===== src/rtl/click_decoder.sv =====
// +-----------------------------------------------------------------------------+
// | click_decoder: classifies button activity as single/double/triple/long.     |
// | Revision: 1.0                                                               |
// +-----------------------------------------------------------------------------+
`default_nettype none

module click_decoder #(
  parameter int GAP_CYCLES  = 25000000,
  parameter int LONG_CYCLES = 100000000,
  parameter int TW          = 27
) (
  input  logic          clk,
  input  logic          reset,
  input  logic          press,
  input  logic          held,
  output logic          single_click,
  output logic          double_click,
  output logic          triple_click,
  output logic          long_press,
  output logic          busy,
  output logic [1:0]    click_cnt
);

  typedef enum logic [1:0] {
    IDLE    = 2'd0,
    HOLD    = 2'd1,
    GAP     = 2'd2,
    RELEASE = 2'd3
  } state_t;

  localparam logic [TW-1:0] C_LONG_LAST = TW'(LONG_CYCLES - 1);
  localparam logic [TW-1:0] C_GAP_LAST  = TW'(GAP_CYCLES - 1);

  state_t          r_state;
  logic [TW-1:0]   r_timer;

  always_ff @(posedge clk) begin
    if (reset) begin
      r_state      <= IDLE;
      r_timer      <= '0;
      click_cnt    <= 2'd0;
      busy         <= 1'b0;
      single_click <= 1'b0;
      double_click <= 1'b0;
      triple_click <= 1'b0;
      long_press   <= 1'b0;
    end else begin
      single_click <= 1'b0;
      double_click <= 1'b0;
      triple_click <= 1'b0;
      long_press   <= 1'b0;

      case (r_state)
        IDLE: begin
          if (press) begin
            r_state   <= HOLD;
            click_cnt <= 2'd1;
            r_timer   <= '0;
            busy      <= 1'b1;
          end
        end

        HOLD: begin
          if (held) begin
            // Only the first press of a sequence may become a long press;
            // later presses just park the timer at the threshold.
            if (click_cnt == 2'd1 && r_timer == C_LONG_LAST) begin
              long_press <= 1'b1;
              r_state    <= RELEASE;
            end else if (r_timer != C_LONG_LAST) begin
              r_timer <= r_timer + 1'b1;
            end
          end else if (click_cnt == 2'd3) begin
            triple_click <= 1'b1;
            r_state      <= IDLE;
            click_cnt    <= 2'd0;
            r_timer      <= '0;
            busy         <= 1'b0;
          end else begin
            r_state <= GAP;
            r_timer <= '0;
          end
        end

        GAP: begin
          // A press on the expiry cycle extends the sequence instead of closing it.
          if (press) begin
            click_cnt <= click_cnt + 2'd1;
            r_state   <= HOLD;
            r_timer   <= '0;
          end else if (r_timer == C_GAP_LAST) begin
            single_click <= (click_cnt == 2'd1);
            double_click <= (click_cnt == 2'd2);
            r_state      <= IDLE;
            click_cnt    <= 2'd0;
            r_timer      <= '0;
            busy         <= 1'b0;
          end else begin
            r_timer <= r_timer + 1'b1;
          end
        end

        RELEASE: begin
          if (!held) begin
            r_state   <= IDLE;
            click_cnt <= 2'd0;
            r_timer   <= '0;
            busy      <= 1'b0;
          end
        end

        default: begin
          r_state   <= IDLE;
          click_cnt <= 2'd0;
          r_timer   <= '0;
          busy      <= 1'b0;
        end
      endcase
    end
  end

endmodule

`default_nettype wire


===== config.mk =====
export PLATFORM = sky130hd
export DESIGN_NAME = click_decoder
export DESIGN_NICKNAME = d
export VERILOG_FILES = /design/src/rtl/click_decoder.sv
export SDC_FILE = /design/constraint.sdc
export NUM_CORES = 1
export LEC_CHECK = 0
export ABC_AREA = 1
export BUFFER_PORTS_ARGS = -buffer_cell sky130_fd_sc_hd__buf_2
export CORE_AREA = 4 4 107 99
export DETAILED_ROUTE_END_ITERATION = 16
export DIE_AREA = 0 0 111 103
export PLACE_DENSITY_LB_ADDON = 0.12
export SYNTH_ARGS = -nofsm -noshare
export SYNTH_HDL_FRONTEND = slang
export SYNTH_SLANG_ARGS = --single-unit

===== constraint.sdc =====
create_clock -name clk -period 2.3 [get_ports clk]
set_input_delay 0.115 -clock clk [delete_from_list [all_inputs] [get_ports clk]]
set_output_delay 0.115 -clock clk [all_outputs]
set_load 0.05 [all_outputs]

==> key figures <==
Run status
  – Outcome: finished, final reports clean

Clocking
  – Max Root-Sink Buffers: 2
  – Worst-path clk slew: 70 ps
  – Inserted Clock Buffers: 5
  – CTS tree: built
  – Clock Latency Late Sink: 290 ps
  – H-tree depth: 2
  – Postcts setup bufs: 0
  – Root Driver: clkbuf_8
  – Clock sinks: 36

Floorplanning
  – Die Ht: 103 um
  – I/O Pins: 11
  – Initial Utilization: 0.2443
  – Core footprint: 9487 um2
  – Area of the die: around 11000 um2
  – Row count: 34
  – Die X: between 100 and 150 um

Logic synthesis
  – Syn Inst Count: between 300 and 400
  – Synth Flop Type: dfxtp_1
  – Cell variety after synth: 28
  – Yosys warns: 0
  – Post-synthesis register bit count: 36
  – Asr flop ratio synth: 0
  – Syn Std Cell Area: approximately 2300 um2
  – Post-synthesis sequential area ratio: 0.3110
  – Mapped Nets: around 380
  – Syn avg cell area: 6.314 um2
  – Post-synth EDFFs: 0

Drt
  – DRT Pass-1 Iters: 4
  – DR WL/cell: 12.85 um
  – WL met2: 3.021 mm
  – Max layer used: met4
  – Via/cell ratio: 4.282
  – DRC violations left: 0
  – M1 wire length: roughly 3.3 mm
  – Antenna viol nets, final: 0
  – Vias: 2184
  – Routed WL: approximately 6.6 mm
  – Iter 0 DRT Violations: 100
  – DR WL met3: 142 um

Setup path
  – Worst-path fanout max: 13
  – Type of destination of the critical path: register
  – Crit Path Category: reg2reg
  – Worst-path cell chain: ha_1, inv_1, nor2_4, nand2_1, nor2_1, nand2_1, nand2_1, nand2_1, nand2_1, nand2_4, nand2_8, nor2_1
  – Cell with the biggest individual delay on the critical path: dfxtp_1
  – Most used cell, CP: nand2_1
  – Bufs and invs on worst path: 1
  – Crit start category: register
  – Slowest stage delay, CP: 370 ps
  – CP arrival: approximately 2200 ps
  – R2R setup slack: 260 ps
  – CP delay by family, top: simple AND/OR/NAND/NOR gates
  – CP required: 2480 ps

Place
  – Pre-CTS WS: 103.1 ps
  – Dpl hpwl: about 5.2 mm
  – Gp weighted congestion: 0.8115
  – IO buf count: 10

Power
  – Worst vdd ir: 0.4341 mV
  – Power Dens Cells: around 750 nW/um2
  – P_leak: 1.042 nW

Layout
  – Fin nets: 395
  – Multi-input gate area: 1324 um2
  – Fillers: 1088
  – Synth-to-Final Area Change: 13.01%
  – N_diodes: 0
  – Register area: between 700 and 800 um2
  – Share of post-route cells with drive strength above 1: 0.1224
  – Final core occ: 0.2760

STA
  – Min Tclk post-route: about 2000 ps
  – Worst Setup Slack, final: 263.7 ps
  – Ratio of final minimum period to clock period: 0.8854
  – Hold Fails Final Rpt: 0
  – Final Slew Violations: 0
  – RSZ-0062 raised after global routing: false
  – Setup TNS: 0 ps
  – Setup-failing EPs final: 0
  – Slew HR: 0.4488
  – Worst-Margin Slew: 825.9 ps
  – Fmax achieved: between 400 and 500 MHz
  – Clk_skew: 4.762 ps

Global routing
  – GRT Overall Usage: 0.1235
  – Grt ovf: 0
  – Initial antenna violation count: 0
  – Largest net degree at the start of global routing: 21
  – First-pass GRT wire length: ~11 mm
  – Vias in the first global route: 2240

Min path
  – Hold WC Path Type: in2reg

Flow run
  – Max Cap Violations: 0
## Yosys cell counts, types with 2 or more instances
cell type / instances / area share
nand2_1: 84 / 0.14
nor4_1: 3 / 0.0081
xor2_1: 11 / 0.042
nor2_1: 65 / 0.11
nand4_1: 9 / 0.024
inv_1: 60 / 0.097
ha_1: 8 / 0.043
nand2_4: 3 / 0.015
a21oi_1: 9 / 0.019
nand2_2: 2 / 0.0054
nor2_2: 15 / 0.040
o21ai_0: 7 / 0.015
buf_6: 3 / 0.015
nor3_1: 8 / 0.017
dfxtp_1: 36 / 0.31
nand3_1: 32 / 0.069
## metal layers
layer	vias to the layer above	GRT usage
met5	-	0
met4	0	0.03598
met2	20	0.2071
met1	994	0.1644
li1	1164	-
met3	6	0.02171
## power by group
group | internal, mW | leakage (nW) | switching [mW]
Combinational | 0.212 | 0.705 | 0.548
Clock | 0.245 | 0.0455 | 0.237
Sequential | 0.672 | 0.291 | 0.0437
Total | 1.13 | 1.04 | 0.829
## cells in the final DEF, fill, tap and decap left out
cell type | synthesis | layout
inv_1 | 60 | 60
nor2_4 | 1 | 2
xnor2_1 | 1 | 1
nand3b_1 | 1 | 1
nor2_2 | 15 | 15
dfxtp_1 | 36 | 36
nor4_1 | 3 | 3
nand3_1 | 32 | 32
nand2_8 | 0 | 1
buf_2 | 1 | 10
clkbuf_8 | 0 | 6
clkinv_1 | 1 | 1
inv_2 | 1 | 1
inv_4 | 1 | 1
nand2_1 | 84 | 84
a21oi_1 | 9 | 9
nor3_1 | 8 | 8
ha_1 | 8 | 8
buf_4 | 1 | 5
nand2_4 | 3 | 2
nand2_2 | 2 | 2
nor2_1 | 65 | 64
o21ai_1 | 1 | 1
o21ai_0 | 7 | 7
clkbuf_1 | 1 | 2
nand3_4 | 1 | 1
nand4_1 | 9 | 9
or2_2 | 1 | 1
xor2_1 | 11 | 11
## path summary, 6_finish.rpt
kind | depth (start not counted) | start | to
max | 12 | r_timer[0] | r_timer[15]
min | 2 | reset | r_timer[26]
max reg2reg | 12 | r_timer[0] | r_timer[15]
min reg2reg | 2 | r_timer[1] | r_timer[1]
## state kept, by name, summed over array words and instances (netlist names)
signal,flops
r_timer,27
click_cnt,2
r_state,2
busy,1
double_click,1
long_press,1
single_click,1
triple_click,1
## cells by family (layout without fill, tap and decap cells)
kind of cell / Yosys count / count (layout) / synth area share
compound gates: 17 / 17 / 0.03671
xor+xnor: 12 / 12 / 0.04536
fa+ha+maj: 8 / 8 / 0.04320
simple gates: 225 / 225 / 0.4390
flops: 36 / 36 / 0.3110
buf+inv: 69 / 86 / 0.1247
## area by class of cell
type	instances	area share
Inverter	63	0.09126
Multi-Input combinational cell	262	0.5055
Clock buffer	8	0.03440
Sequential cell	36	0.2752
Timing Repair Buffer	15	0.03344
Tap cell	126	0.06020
## through the flow
stage          instance area [um2]  hold WS [ps]  std cells  power (mW)
5_1_grt                       2619         29.04        510       2.120
6_report                      2619         23.22        510       1.957
3_3_place_gp                  2512         331.5        502       1.493
3_5_place_dp                  2512         333.7        502       1.489
2_1_floorplan                 2317         184.1        367       1.331
4_1_cts                       2603         21.46        510       1.975
## what timing repair did
action	4_1_cts	5_1_grt
setup endpoints to repair	0	16
hold buffers	0	0
resized for setup	0	3
Power figures use the tool's default switching activity.
